File: src/rtl/ga_issue_ctrl.sv
// GA issue/scoreboard controller: hazard-checks decoded GA instructions against
// a 32-entry write scoreboard, issues them to the GA execution unit over a
// req/ack handshake, tracks in-order completions and guards them with a watchdog.
package ibex_pkg;
  typedef enum logic [2:0] {
    GA_OP_NONE   = 3'd0,
    GA_OP_ALU    = 3'd1,
    GA_OP_MUL    = 3'd2,
    GA_OP_LDST   = 3'd3,
    GA_OP_STATUS = 3'd4
  } ga_op_sel_e;
endpackage

module ga_issue_ctrl
  import ibex_pkg::*;
#(
  parameter int unsigned Depth         = 4,
  parameter int unsigned TimeoutCycles = 1024
) (
  input  logic       clk_i,
  input  logic       rst_ni,
  input  logic       instr_valid_i,
  output logic       instr_ready_o,
  input  ga_op_sel_e op_sel_i,
  input  logic [2:0] funct3_i,
  input  logic [6:0] funct7_i,
  input  logic       reg_we_i,
  input  logic [4:0] raddr_a_i,
  input  logic [4:0] raddr_b_i,
  input  logic [4:0] waddr_i,
  output logic       ex_req_o,
  input  logic       ex_ack_i,
  output ga_op_sel_e ex_op_o,
  output logic [2:0] ex_funct3_o,
  output logic [6:0] ex_funct7_o,
  output logic [4:0] ex_raddr_a_o,
  output logic [4:0] ex_raddr_b_o,
  output logic [4:0] ex_waddr_o,
  output logic       ex_we_o,
  input  logic       ex_done_i,
  output logic       busy_o,
  output logic       timeout_err_o,
  input  logic       err_clr_i
);

  localparam int unsigned PtrW = (Depth > 1) ? $clog2(Depth) : 1;
  localparam int unsigned CntW = PtrW + 1;
  localparam int unsigned WdW  = $clog2(TimeoutCycles + 1);

  typedef enum logic [1:0] {RUN, FENCE, ERROR} state_e;

  typedef struct packed {
    logic [4:0] waddr;
    logic       we;
  } fifo_entry_t;

  state_e            state_q;
  logic [31:0]       sb_q, sb_d;
  fifo_entry_t       fifo_q [Depth];
  logic [PtrW-1:0]   wptr_q, rptr_q;
  logic [CntW-1:0]   cnt_q, occ;
  logic [WdW-1:0]    wd_q;
  fifo_entry_t       head;
  logic              raw, waw, slot_ok, issue_free, fence_hit, accept;
  logic              push, pop, wd_hit;

  assign head       = fifo_q[rptr_q];
  assign raw        = sb_q[raddr_a_i] | sb_q[raddr_b_i];
  assign waw        = reg_we_i & sb_q[waddr_i];
  // The pending request counts as occupying a slot: it lands in the FIFO on ack.
  assign occ        = cnt_q + CntW'(ex_req_o);
  assign slot_ok    = occ < CntW'(Depth);
  assign issue_free = ~ex_req_o | ex_ack_i;
  assign busy_o     = ex_req_o | (cnt_q != '0);
  assign fence_hit  = instr_valid_i & (op_sel_i == GA_OP_STATUS) & busy_o;
  assign accept     = (state_q == RUN) & instr_valid_i & ~raw & ~waw & issue_free
                      & slot_ok & ~fence_hit;
  // Gate with reset so the stall signal drops immediately on an async reset.
  assign instr_ready_o = accept & rst_ni;

  assign push   = ex_req_o & ex_ack_i & (state_q != ERROR);
  assign pop    = ex_done_i & (cnt_q != '0) & (state_q != ERROR);
  // Oldest op has waited TimeoutCycles without completing.
  assign wd_hit = (cnt_q != '0) & ~pop & (wd_q == WdW'(TimeoutCycles - 1));

  // Scoreboard update: completion clears, a new issue sets; set is applied last.
  always_comb begin
    sb_d = sb_q;
    if (pop && head.we)       sb_d[head.waddr] = 1'b0;
    if (accept && reg_we_i)   sb_d[waddr_i]    = 1'b1;
  end

  // Control FSM with the sticky timeout flag.
  always_ff @(posedge clk_i or negedge rst_ni) begin
    if (!rst_ni) begin
      state_q       <= RUN;
      timeout_err_o <= 1'b0;
    end else begin
      case (state_q)
        RUN: begin
          if (wd_hit) begin
            state_q       <= ERROR;
            timeout_err_o <= 1'b1;
          end else if (fence_hit) begin
            state_q <= FENCE;
          end
        end
        FENCE: begin
          if (wd_hit) begin
            state_q       <= ERROR;
            timeout_err_o <= 1'b1;
          end else if (cnt_q == '0 && !ex_req_o) begin
            state_q <= RUN;
          end
        end
        ERROR: begin
          if (err_clr_i) begin
            state_q       <= RUN;
            timeout_err_o <= 1'b0;
          end
        end
        default: state_q <= RUN;
      endcase
    end
  end

  // Issue register: captures an accepted instruction and holds it until ack.
  always_ff @(posedge clk_i or negedge rst_ni) begin
    if (!rst_ni) begin
      ex_req_o     <= 1'b0;
      ex_op_o      <= GA_OP_NONE;
      ex_funct3_o  <= '0;
      ex_funct7_o  <= '0;
      ex_raddr_a_o <= '0;
      ex_raddr_b_o <= '0;
      ex_waddr_o   <= '0;
      ex_we_o      <= 1'b0;
    end else if (wd_hit) begin
      ex_req_o <= 1'b0;
    end else if (accept) begin
      ex_req_o     <= 1'b1;
      ex_op_o      <= op_sel_i;
      ex_funct3_o  <= funct3_i;
      ex_funct7_o  <= funct7_i;
      ex_raddr_a_o <= raddr_a_i;
      ex_raddr_b_o <= raddr_b_i;
      ex_waddr_o   <= waddr_i;
      ex_we_o      <= reg_we_i;
    end else if (ex_ack_i) begin
      ex_req_o <= 1'b0;
    end
  end

  // In-flight FIFO, scoreboard and watchdog; a timeout flushes all of them.
  always_ff @(posedge clk_i or negedge rst_ni) begin
    if (!rst_ni) begin
      for (int i = 0; i < int'(Depth); i++) fifo_q[i] <= '0;
      wptr_q <= '0;
      rptr_q <= '0;
      cnt_q  <= '0;
      wd_q   <= '0;
      sb_q   <= '0;
    end else if (wd_hit) begin
      wptr_q <= '0;
      rptr_q <= '0;
      cnt_q  <= '0;
      wd_q   <= '0;
      sb_q   <= '0;
    end else begin
      if (push) begin
        fifo_q[wptr_q] <= '{waddr: ex_waddr_o, we: ex_we_o};
        wptr_q         <= wptr_q + PtrW'(1);
      end
      if (pop) rptr_q <= rptr_q + PtrW'(1);
      case ({push, pop})
        2'b10:   cnt_q <= cnt_q + CntW'(1);
        2'b01:   cnt_q <= cnt_q - CntW'(1);
        default: cnt_q <= cnt_q;
      endcase
      wd_q <= (cnt_q == '0 || pop) ? '0 : wd_q + WdW'(1);
      sb_q <= sb_d;
    end
  end

  // A completion with nothing in flight indicates an execution-unit protocol bug.
  done_when_empty: assert property (@(posedge clk_i) disable iff (!rst_ni)
    (ex_done_i && state_q != ERROR) |-> (cnt_q != '0));

endmodule

File: config.mk
export PLATFORM = sky130hd
export DESIGN_NAME = ga_issue_ctrl
export DESIGN_NICKNAME = d
export VERILOG_FILES = /design/src/rtl/ga_issue_ctrl.sv
export SDC_FILE = /design/constraint.sdc
export NUM_CORES = 1
export LEC_CHECK = 0
export BUFFER_PORTS_ARGS = -buffer_cell sky130_fd_sc_hd__buf_2
export CAP_MARGIN = 20
export CORE_ASPECT_RATIO = 1.4
export CORE_MARGIN = 8
export CORE_UTILIZATION = 40
export CTS_BUF_LIST = sky130_fd_sc_hd__clkbuf_4
export DETAILED_ROUTE_END_ITERATION = 8
export PLACE_DENSITY = 0.65
export SLEW_MARGIN = 0
export SYNTH_ARGS = -nofsm -noshare
export SYNTH_HDL_FRONTEND = slang
export SYNTH_SLANG_ARGS = --single-unit
File: constraint.sdc
create_clock -name clk_i -period 4.3 [get_ports clk_i]
set_input_delay 0.86 -clock clk_i [delete_from_list [all_inputs] [get_ports clk_i]]
set_output_delay 0.86 -clock clk_i [all_outputs]
set_load 0.02 [all_outputs]
==> flow_summary_export.csv, run 1 <==
group,metric,value,unit
logic_synthesis,netlist_instances,467,
route,drt-total-wl,14780,um
timing,fin_tns_setup,0,ns
grt,grt_pass1_wl,23830,um
grt,grt_max_degree,61,
worst_setup_path,worst_setup_path_start_kind,"primary input",
cts,clk_latency,0.48,ns
logic_synthesis,synth_common_cells,"dfrtp_1 (107), o211ai_1 (32), o31ai_1 (32), mux2_2 (28), mux2_4 (28)",
place,io_buffers,67,
logic_synthesis,yosysMostFrequentCell,"dfrtp_1",
cells_and_area,area_delta_synth_final,10.24,%
cells_and_area,nets,558,
timing,drv_slew,0,
timing,finalHoldViolCount,0,
timing,rsz0062_at_grt,"no",
cts,clk_pin_slew_worst_paths,0.18,ns
grt,grt_use_total,16.31,%
grt,antenna_found_initial,1,
floorplan,die_y,157.9,um
pwr,p_leak,0.002838,uW
floorplan,io_pins,68,
timing,fin_crit_sh,87.33,%
timing,fmaxAchievable,266.3,MHz
route,via_per_inst,5.799,
route,highest_layer,"met4",
outcome,outcome,"finished, final reports clean",
cts,cts_setup_buffers,0,
route,drt-initial-drc-count,305,
floorplan,chipWidth,117.4,um
cells_and_area,layout.cells.non_filler,712,
cts,cts-root-buf,"clkbuf_4",
grt,grt_pass1_vias,4287,
route,route.met2.wl,7695,um
logic_synthesis,synth.avg_cell_area,12.32,um2
route,antenna_left,0,
route,wl_met1,5798,um
floorplan,start_util,40.38,%
cts,cts_tree,"built",
timing,worstMarginPinSlew,1.013,ns
logic_synthesis,synth_warnings,0,
worst_setup_path,path_cells,"buf_2 -> mux4_2 -> mux2i_1 -> mux4_2 -> and3_1 -> and3_1 -> and2_1 -> buf_2",
route,wl_per_cell,20.76,um
grt,grt_overflow,0,
logic_synthesis,synth_top_area_share,46.53,%
floorplan,core_area,0.01425,mm2
route,firstDrtPassIters,5,
min_path,hp-class,"reg2reg",
route,route.detailed.drc,0,
logic_synthesis,syn_area,0.005754,mm2
worst_setup_path,cp-end-kind,"output port",
cts,ctsResizeCount,0,
logic_synthesis,synth_cell_types,47,
timing,fin_crit,3.755,ns
worst_setup_path,crit_required,3.44,ns
worst_setup_path,slowest_stage,"mux4_2",
logic_synthesis,synth-edff-count,0,
timing,relSlewSlack,31.96,%
logic_synthesis,synthTopCellsByArea,"dfrtp_1 (47%), mux4_2 (8.6%), mux2_4 (7.3%), mux2_2 (5.5%), o211ai_1 (4.2%)",
route,dr_wl_met3,829,um
cts,clockBufferDepth,2,
cells_and_area,drive_gt1_share,32.76,%
logic_synthesis,synth.ff_latch_count,107,
logic_synthesis,synth_top_cell_by_area,"dfrtp_1",
place,hpwl,11040,um
cts,cts_made_buffers,9,
place,dp.cells,695,
route,vias,4129,
cts,cts.sinks,107,
place,place_congestion,0.9006,
logic_synthesis,synthFlopType,"dfrtp_1",
floorplan,dieArea,0.01853,mm2
cts,ctsHoldBuffers,0,
pwr,vdd_drop_max,242.9,uV
floorplan,rows,52,
timing,clock_skew,0.02730,ns
logic_synthesis,syn_nets,508,
logic_synthesis,ys_seq_area_share,46.53,%
worst_setup_path,crit_type,"in2out",
pwr,powerDensity,622.0,mW/mm2
job,cap_violations,0,
worst_setup_path,slowest_delay,0.54,ns
worst_setup_path,cp_data_arrival_time,2.90,ns
cts,htree_levels,3,
timing,setup-violations-final,0,
logic_synthesis,synthArstFlopShare,100.0,%
worst_setup_path,cp_max_fo,9,
## path summary, 6_finish.rpt
check | from | to | slack (ns) | cells past startpoint
min in group asynchronous | rst_ni | fifo_q[13]$_DFFE_PN0P_ | 0.52 | 2
max | raddr_a_i[1] | instr_ready_o | 0.54 | 8
max reg2reg | wd_q[0]$_DFF_PN0_ | fifo_q[16]$_DFFE_PN0P_ | 1.39 | 8
min reg2reg | wd_q[0]$_DFF_PN0_ | wd_q[0]$_DFF_PN0_ | 0.49 | 1
max in group asynchronous | rst_ni | sb_q[5]$_DFF_PN0_ | 2.59 | 3
min | wd_q[0]$_DFF_PN0_ | wd_q[0]$_DFF_PN0_ | 0.49 | 1
## cells by family after synthesis
logic type | synth area share (%)
AOI/OAI and AO/OA | 11.26
xor gates and xnor gates | 1.979
adders and majority gates | 1.435
buffers and inverters | 3.218
DFF | 46.53
muxes | 25.22
and+or+nand+nor | 10.35
## critical path: cells and delay by family
family        cells  cell delay, ns
buf+inv           2            0.42
mux               3            1.01
simple gates      3            0.60
## routing by layer
layer  GRT usage [%]  up-vias
li1                -     1854
met1           17.98     2106
met2           28.96      130
met3           3.712       39
met4           8.431        0
met5               0        -
## per-stage QoR
step | util [%] | area (um2) | hold WS (ns) | power [uW] | setup slack (ns)
after floorplan | - | 5754 | 0.4474 | 2950 | 0.9641
after global placement | 43.60 | 6212 | 0.4620 | 3420 | 0.5708
after detailed placement | 43.60 | 6212 | 0.4716 | 3492 | 0.5196
after CTS | 44.50 | 6341 | 0.4944 | 3985 | 0.5089
after global routing | 44.52 | 6344 | 0.5223 | 4208 | 0.3958
final | 44.52 | 6344 | 0.4938 | 3946 | 0.5447
## area by class of cell
| type | count | area [um2] |
|---|---|---|
| tap | 189 | 236.5 |
| clock inverter | 6 | 53.80 |
| sequential | 107 | 2678 |
| antenna | 1 | 2.502 |
| multi-input combinational | 321 | 2892 |
| fill | 1315 | 7905 |
| clock buffer | 10 | 75.07 |
| inverter | 7 | 26.28 |
| timing repair buffer | 71 | 380.4 |
## state kept, by name, summed over array words and instances, names as in the netlist
register and cells:
ex_req_o 1, ex_raddr_b_o 5, sb_q 32, timeout_err_o 1
ex_raddr_a_o 5, ex_we_o 1, state_q 2, ex_waddr_o 5
wd_q 11, ex_funct3_o 3, ex_funct7_o 7, wptr_q 2
ex_op_o 3, fifo_q 24, rptr_q 2, cnt_q 3
## cell usage in the layout, fill, tap and decap left out, types with 22 or more instances in the layout
cell type / count
buf_2: 66
o31ai_1: 32
nand2_1: 22
nor2_1: 26
mux2i_1: 22
dfrtp_1: 107
mux2_4: 28
mux4_2: 22
o211ai_1: 32
mux2_2: 28
## where the power goes
| part | internal [uW] | switching (uW) | total [uW] |
|---|---|---|---|
| combinational | 844 | 858 | 1700 |
| sequential | 1380 | 368 | 1750 |
| clock | 137 | 354 | 492 |
Power figures use the tool's default switching activity.
==> run 2: changes to the inputs <==
--- a/config.mk
+++ b/config.mk
@@ -13,6 +13,7 @@
 export CTS_BUF_LIST = sky130_fd_sc_hd__clkbuf_4
 export DETAILED_ROUTE_END_ITERATION = 8
 export PLACE_DENSITY = 0.65
+export RECOVER_POWER = 50
 export SLEW_MARGIN = 0
 export SYNTH_ARGS = -nofsm -noshare
 export SYNTH_HDL_FRONTEND = slang
==> flow_summary_export.csv, run 2 (synthesis results as in run 1) <==
group,metric,value,unit
floorplan,chipWidth,117.4,um
timing,rsz0062_at_grt,"no",
outcome,violations,"max-capacitance violations, max-slew violations",
cts,cts_tree,"built",
worst_setup_path,cp_data_arrival_time,2.90,ns
worst_setup_path,r2r_cells,8,
cts,htree_levels,3,
grt,grt_pass1_wl,23830,um
grt,grt_use_total,16.31,%
cts,cts-root-buf,"clkbuf_4",
worst_setup_path,endpoint,"instr_ready_o",
outcome,outcome,"finished with violations",
worst_setup_path,crit_required,3.44,ns
timing,finalHoldViolCount,0,
grt,grt_overflow,0,
timing,fin_tns_setup,0,ns
floorplan,rows,52,
timing,hold_ws,0.4938,ns
cells_and_area,drive_gt1_share,29.89,%
worst_setup_path,rr_startpoint,"wd_q[0]$_DFF_PN0_",
cts,cts_made_buffers,9,
timing,relSlewSlack,-73.88,%
worst_setup_path,cp-end-kind,"output port",
timing,drv_slew,49,
cells_and_area,largest-register,"sb_q",
worst_setup_path,path_depth,8,
route,antenna_left,0,
floorplan,dieArea,0.01853,mm2
grt,grt_max_degree,61,
place,place_congestion,0.9006,
cts,ctsResizeCount,0,
route,drt-total-wl,14860,um
cts,ctsHoldBuffers,0,
worst_setup_path,slowest_delay,0.54,ns
route,wl_per_cell,20.87,um
place,io_buffers,67,
cells_and_area,largest_register_ffs,32,
worst_setup_path,crit_type,"in2out",
timing,worstMarginPinSlew,2.608,ns
worst_setup_path,r2r_slack,1.39,ns
timing,setup-violations-final,0,
job,cap_violations,1,
pwr,vdd_drop_max,242.3,uV
grt,antenna_found_initial,1,
worst_setup_path,cp_max_fo,9,
grt,grt_pass1_vias,4287,
floorplan,core_area,0.01425,mm2
cells_and_area,area_delta_synth_final,9.828,%
worst_setup_path,cp_num_buf_inv,2,
timing,clock_skew,0.02794,ns
cts,cts_setup_buffers,0,
cells_and_area,final_cell_mix,"dfrtp_1 (107), buf_2 (53), o211ai_1 (32), o31ai_1 (32)",
timing,fin_crit,3.757,ns
route,drt-initial-drc-count,306,
timing,fin_crit_sh,87.37,%
pwr,p_leak,0.002793,uW
route,route.detailed.drc,0,
floorplan,die_y,157.9,um
floorplan,io_pins,68,
worst_setup_path,slowest_stage,"mux4_2",
worst_setup_path,rr_endpoint,"fifo_q[16]$_DFFE_PN0P_",
place,hpwl,11040,um
min_path,hp-class,"reg2reg",
route,firstDrtPassIters,4,
worst_setup_path,worst_setup_path_start_kind,"primary input",
cts,clk_pin_slew_worst_paths,0.18,ns
cts,clk_latency,0.48,ns
worst_setup_path,path_cells,"buf_2 -> mux4_2 -> mux2i_1 -> mux4_2 -> and3_1 -> and3_1 -> and2_1 -> buf_2",
route,via_per_inst,5.805,
worst_setup_path,crit_family,"multiplexers",
route,vias,4133,
cts,clockBufferDepth,2,
timing,fmaxAchievable,266.2,MHz
cells_and_area,reg_top3,"sb_q: 32 flops, fifo_q: 24 flops, wd_q: 11 flops",
floorplan,start_util,40.38,%
min_path,min-delay-start,"wd_q[0]$_DFF_PN0_",
cts,cts.sinks,107,
worst_setup_path,startpoint,"raddr_a_i[1]",
pwr,powerDensity,622.0,mW/mm2
cells_and_area,layout_commonest_cell,"dfrtp_1",
cells_and_area,nets,558,
==> run 2: routing by layer <==
layer	wire length [um]	track usage, %	up-vias
li1	-	-	1855
met1	5875	17.98	2118
met2	7746	28.96	128
met3	826	3.712	32
met4	413	8.431	0
met5	0	0	-
==> run 2: worst min path at each step <==
| stage | endpoint | slack, ns | cells after the start |
|---|---|---|---|
| 2_1_floorplan | wd_q[0]$_DFF_PN0_ | 0.45 | 1 |
| 4_1_cts | wd_q[0]$_DFF_PN0_ | 0.49 | 1 |
| 6_report | wd_q[0]$_DFF_PN0_ | 0.49 | 1 |
| 3_3_place_gp | wd_q[0]$_DFF_PN0_ | 0.46 | 1 |
| 5_1_grt | state_q[1]$_DFFE_PN0P_ | 0.52 | 2 |
| 3_5_place_dp | wd_q[0]$_DFF_PN0_ | 0.47 | 1 |
==> run 2: per-stage QoR <==
step	area (um2)	util [%]	cells	power [uW]	worst slack, ns
2_1_floorplan	5754	-	467	2950	0.9641
3_5_place_dp	6212	43.60	695	3492	0.5196
5_1_grt	6320	44.35	712	4192	0.3949
3_3_place_gp	6212	43.60	695	3420	0.5708
6_report	6320	44.35	712	3931	0.5429
4_1_cts	6341	44.50	711	3985	0.5089
==> run 2: layout make-up <==
class,instances,area [um2]
clock buffer,10,75.07
clock inverter,6,53.80
antenna,1,2.502
tap,189,236.5
multi-input combinational,321,2892
sequential,107,2678
fill,1325,7929
timing repair buffer,71,356.6
inverter,7,26.28
==> run 2: power breakdown <==
part	switching, uW	total [uW]	internal [uW]
Clock	354	491	137
Sequential	371	1760	1380
Combinational	859	1680	825
==> run 3: changes to the inputs <==
--- a/config.mk
+++ b/config.mk
@@ -5,14 +5,15 @@
 export SDC_FILE = /design/constraint.sdc
 export NUM_CORES = 1
 export LEC_CHECK = 0
+export ABC_AREA = 1
 export BUFFER_PORTS_ARGS = -buffer_cell sky130_fd_sc_hd__buf_2
 export CAP_MARGIN = 20
 export CORE_ASPECT_RATIO = 1.4
 export CORE_MARGIN = 8
 export CORE_UTILIZATION = 40
-export CTS_BUF_LIST = sky130_fd_sc_hd__clkbuf_4
+export CTS_BUF_LIST = sky130_fd_sc_hd__clkbuf_2 sky130_fd_sc_hd__clkbuf_4 sky130_fd_sc_hd__clkbuf_8
 export DETAILED_ROUTE_END_ITERATION = 8
-export PLACE_DENSITY = 0.65
+export PLACE_DENSITY = 0.67
 export RECOVER_POWER = 50
 export SLEW_MARGIN = 0
 export SYNTH_ARGS = -nofsm -noshare
==> flow_summary_export.csv, run 3 <==
group,metric,value,unit
cells_and_area,nets,1097,
timing,fmaxAchievable,284.8,MHz
grt,grt_use_total,18.37,%
cells_and_area,largest-register,"sb_q",
floorplan,chipWidth,124.6,um
cells_and_area,largest_register_ffs,32,
timing,rsz0062_at_grt,"no",
logic_synthesis,synth.ff_latch_count,107,
pwr,p_int,2298,uW
cells_and_area,layout_commonest_cell,"nand2_1",
cts,ctsResizeCount,0,
timing,drv_slew,37,
worst_setup_path,startpoint,"rst_ni",
logic_synthesis,syn_area,0.006605,mm2
route,wl_per_cell,15.27,um
pwr,combPwrFrac,46.8,%
cts,clk_pin_slew_worst_paths,0.09,ns
place,io_buffers,67,
logic_synthesis,synth-edff-count,0,
pwr,p_sw_share,48.63,%
logic_synthesis,synth_top_area_share,40.54,%
floorplan,dieArea,0.02094,mm2
logic_synthesis,synthFlopType,"dfrtp_1",
floorplan,io_pins,68,
job,cap_violations,1,
route,vias,6519,
logic_synthesis,synthTopCellsByArea,"dfrtp_1 (41%), nand2_1 (21%), nor2_1 (7.4%), inv_1 (6.1%), nand3_1 (5.4%)",
logic_synthesis,synth_top_cell_by_area,"dfrtp_1",
worst_setup_path,cp-end-kind,"output port",
cts,htree_levels,3,
route,antenna_left,0,
floorplan,start_util,40.84,%
timing,relSlewSlack,-30.60,%
worst_setup_path,rr_startpoint,"rptr_q[0]$_DFFE_PN0P_",
place,place_congestion,0.9253,
logic_synthesis,netlist_instances,1011,
pwr,p_clk_share,13.9,%
worst_setup_path,crit_type,"in2out",
timing,worstMarginPinSlew,1.959,ns
cells_and_area,reg_top3,"sb_q: 32 flops, fifo_q: 24 flops, wd_q: 11 flops",
pwr,p_leak,0.003802,uW
grt,grt_max_degree,74,
worst_setup_path,cp_data_arrival_time,2.65,ns
route,route.detailed.drc,0,
cells_and_area,area_delta_synth_final,9.036,%
floorplan,core_area,0.01617,mm2
cells_and_area,drive_gt1_share,7.069,%
logic_synthesis,syn_nets,1052,
grt,grt_pass1_vias,6291,
worst_setup_path,crit_required,3.44,ns
cells_and_area,num_antenna_cells,0,
logic_synthesis,synth.avg_cell_area,6.533,um2
timing,setup-violations-final,0,
timing,fin_crit_sh,81.66,%
cts,cts-root-buf,"clkbuf_8",
route,highest_layer,"met4",
cts,cts.sinks,107,
timing,finalHoldViolCount,0,
pwr,total_power,4474,uW
logic_synthesis,synthArstFlopShare,100.0,%
outcome,violations,"max-capacitance violations, max-slew violations",
cells_and_area,final_util,44.53,%
pwr,vdd_drop_max,290.7,uV
grt,antenna_found_initial,0,
min_path,hp-class,"reg2reg",
floorplan,die_y,168.0,um
cts,ctsHoldBuffers,0,
logic_synthesis,yosysMostFrequentCell,"nand2_1",
route,drt-initial-drc-count,525,
outcome,outcome,"finished with violations",
floorplan,rows,55,
cells_and_area,layout.cells.non_filler,1260,
cts,clk_latency,0.39,ns
grt,grt_overflow,0,
cts,clockBufferDepth,2,
pwr,powerDensity,621.2,mW/mm2
pwr,p_switching,2176,uW
route,dr_wl_met3,783,um
logic_synthesis,ys_seq_area_share,40.54,%
logic_synthesis,synth_cell_types,29,
cts,cts_setup_buffers,0,
route,via_per_inst,5.174,
worst_setup_path,cp_max_fo,36,
route,wl_met1,7873,um
logic_synthesis,synth_common_cells,"nand2_1 (366), nor2_1 (130), inv_1 (108), dfrtp_1 (107), nand3_1 (71)",
timing,fin_tns_setup,0,ns
route,route.met2.wl,9632,um
logic_synthesis,synth_warnings,0,
cells_and_area,final_cell_mix,"nand2_1 (366), nor2_1 (129), inv_1 (108), dfrtp_1 (107), nand3_1 (71)",
timing,clock_skew,0.01774,ns
place,dp.cells,1244,
worst_setup_path,worst_setup_path_start_kind,"primary input",
route,firstDrtPassIters,5,
place,hpwl,14190,um
grt,grt_pass1_wl,31310,um
timing,fin_crit,3.511,ns
cts,cts_tree,"built",
min_path,min-delay-start,"ex_funct7_o[2]$_DFFE_PN0P_",
pwr,power_frac_seq,39.3,%
cts,cts_made_buffers,9,
route,drt-total-wl,19240,um
run 3: cell count changes after synthesis, sizes merged, moves of 22 or more:
cell    before  now
a21oi        7   38
inv          7  116
mux2        56    0
mux2i       22    0
mux4        22    0
nand2       22  368
nand3       12   73
nand4        3   35
nor2        26  131
o211ai      32    6
o21ai        8   60
o31ai       32    2
run 3: cell type report:
type,count,area (um2)
Inverter,117,439.2
Fill cell,1734,8970
Timing Repair Buffer,75,351.6
Clock buffer,11,145.1
Sequential cell,107,2678
Clock inverter,5,45.04
Tap cell,199,249.0
Multi-Input combinational cell,746,3294
run 3: logic make-up after synthesis:
group | Yosys count | share of synthesized area, %
buffers and inverters | 158 | 9.623
adder cells (fa/ha/maj) | 6 | 1.250
AND/OR/NAND/NOR | 627 | 39.33
AO/OA/AOI/OAI | 106 | 8.335
flip-flops | 107 | 40.54
XOR/XNOR | 7 | 0.9282
run 3: critical path: stages:
cell and delay, ns:
clkbuf_1 1.38, inv_1 0.10, nor2_1 0.14, buf_2 0.17
run 3: path summary, 6_finish.rpt:
kind | endpoint | slack [ns] | cells after the start
max | instr_ready_o | 0.79 | 4
min | ex_funct7_o[2]$_DFFE_PN0P_ | 0.49 | 2
max reg2reg | sb_q[23]$_DFF_PN0_ | 1.48 | 11
min reg2reg | ex_funct7_o[2]$_DFFE_PN0P_ | 0.49 | 2
max in group asynchronous | sb_q[26]$_DFF_PN0_ | 1.48 | 2
min in group asynchronous | cnt_q[0]$_DFFE_PN0P_ | 1.00 | 1
run 3: routing by layer:
layer,global-route usage (%),vias up
li1,-,3268
met1,20.85,3009
met2,32.22,186
met3,2.608,56
met4,10.77,0
met5,0,-
run 3: power groups by stage:
stage / sequential [uW] / combinational (uW) / clock [uW]
3_5_place_dp: 1770 / 2140 / 0
2_1_floorplan: 1790 / 1420 / 0
3_3_place_gp: 1770 / 2100 / 0
5_1_grt: 1810 / 2380 / 675
4_1_cts: 1750 / 2140 / 639
6_report: 1760 / 2090 / 621
run 3: through the flow:
step	setup slack, ns	hold WS [ns]	cell area (um2)
floorplan	1.034	0.4530	6605
global placement	0.7804	0.4571	7058
detailed placement	0.7497	0.4641	7058
CTS	0.8372	0.4054	7248
global route	0.4520	0.5111	7202
finish	0.7888	0.4886	7202
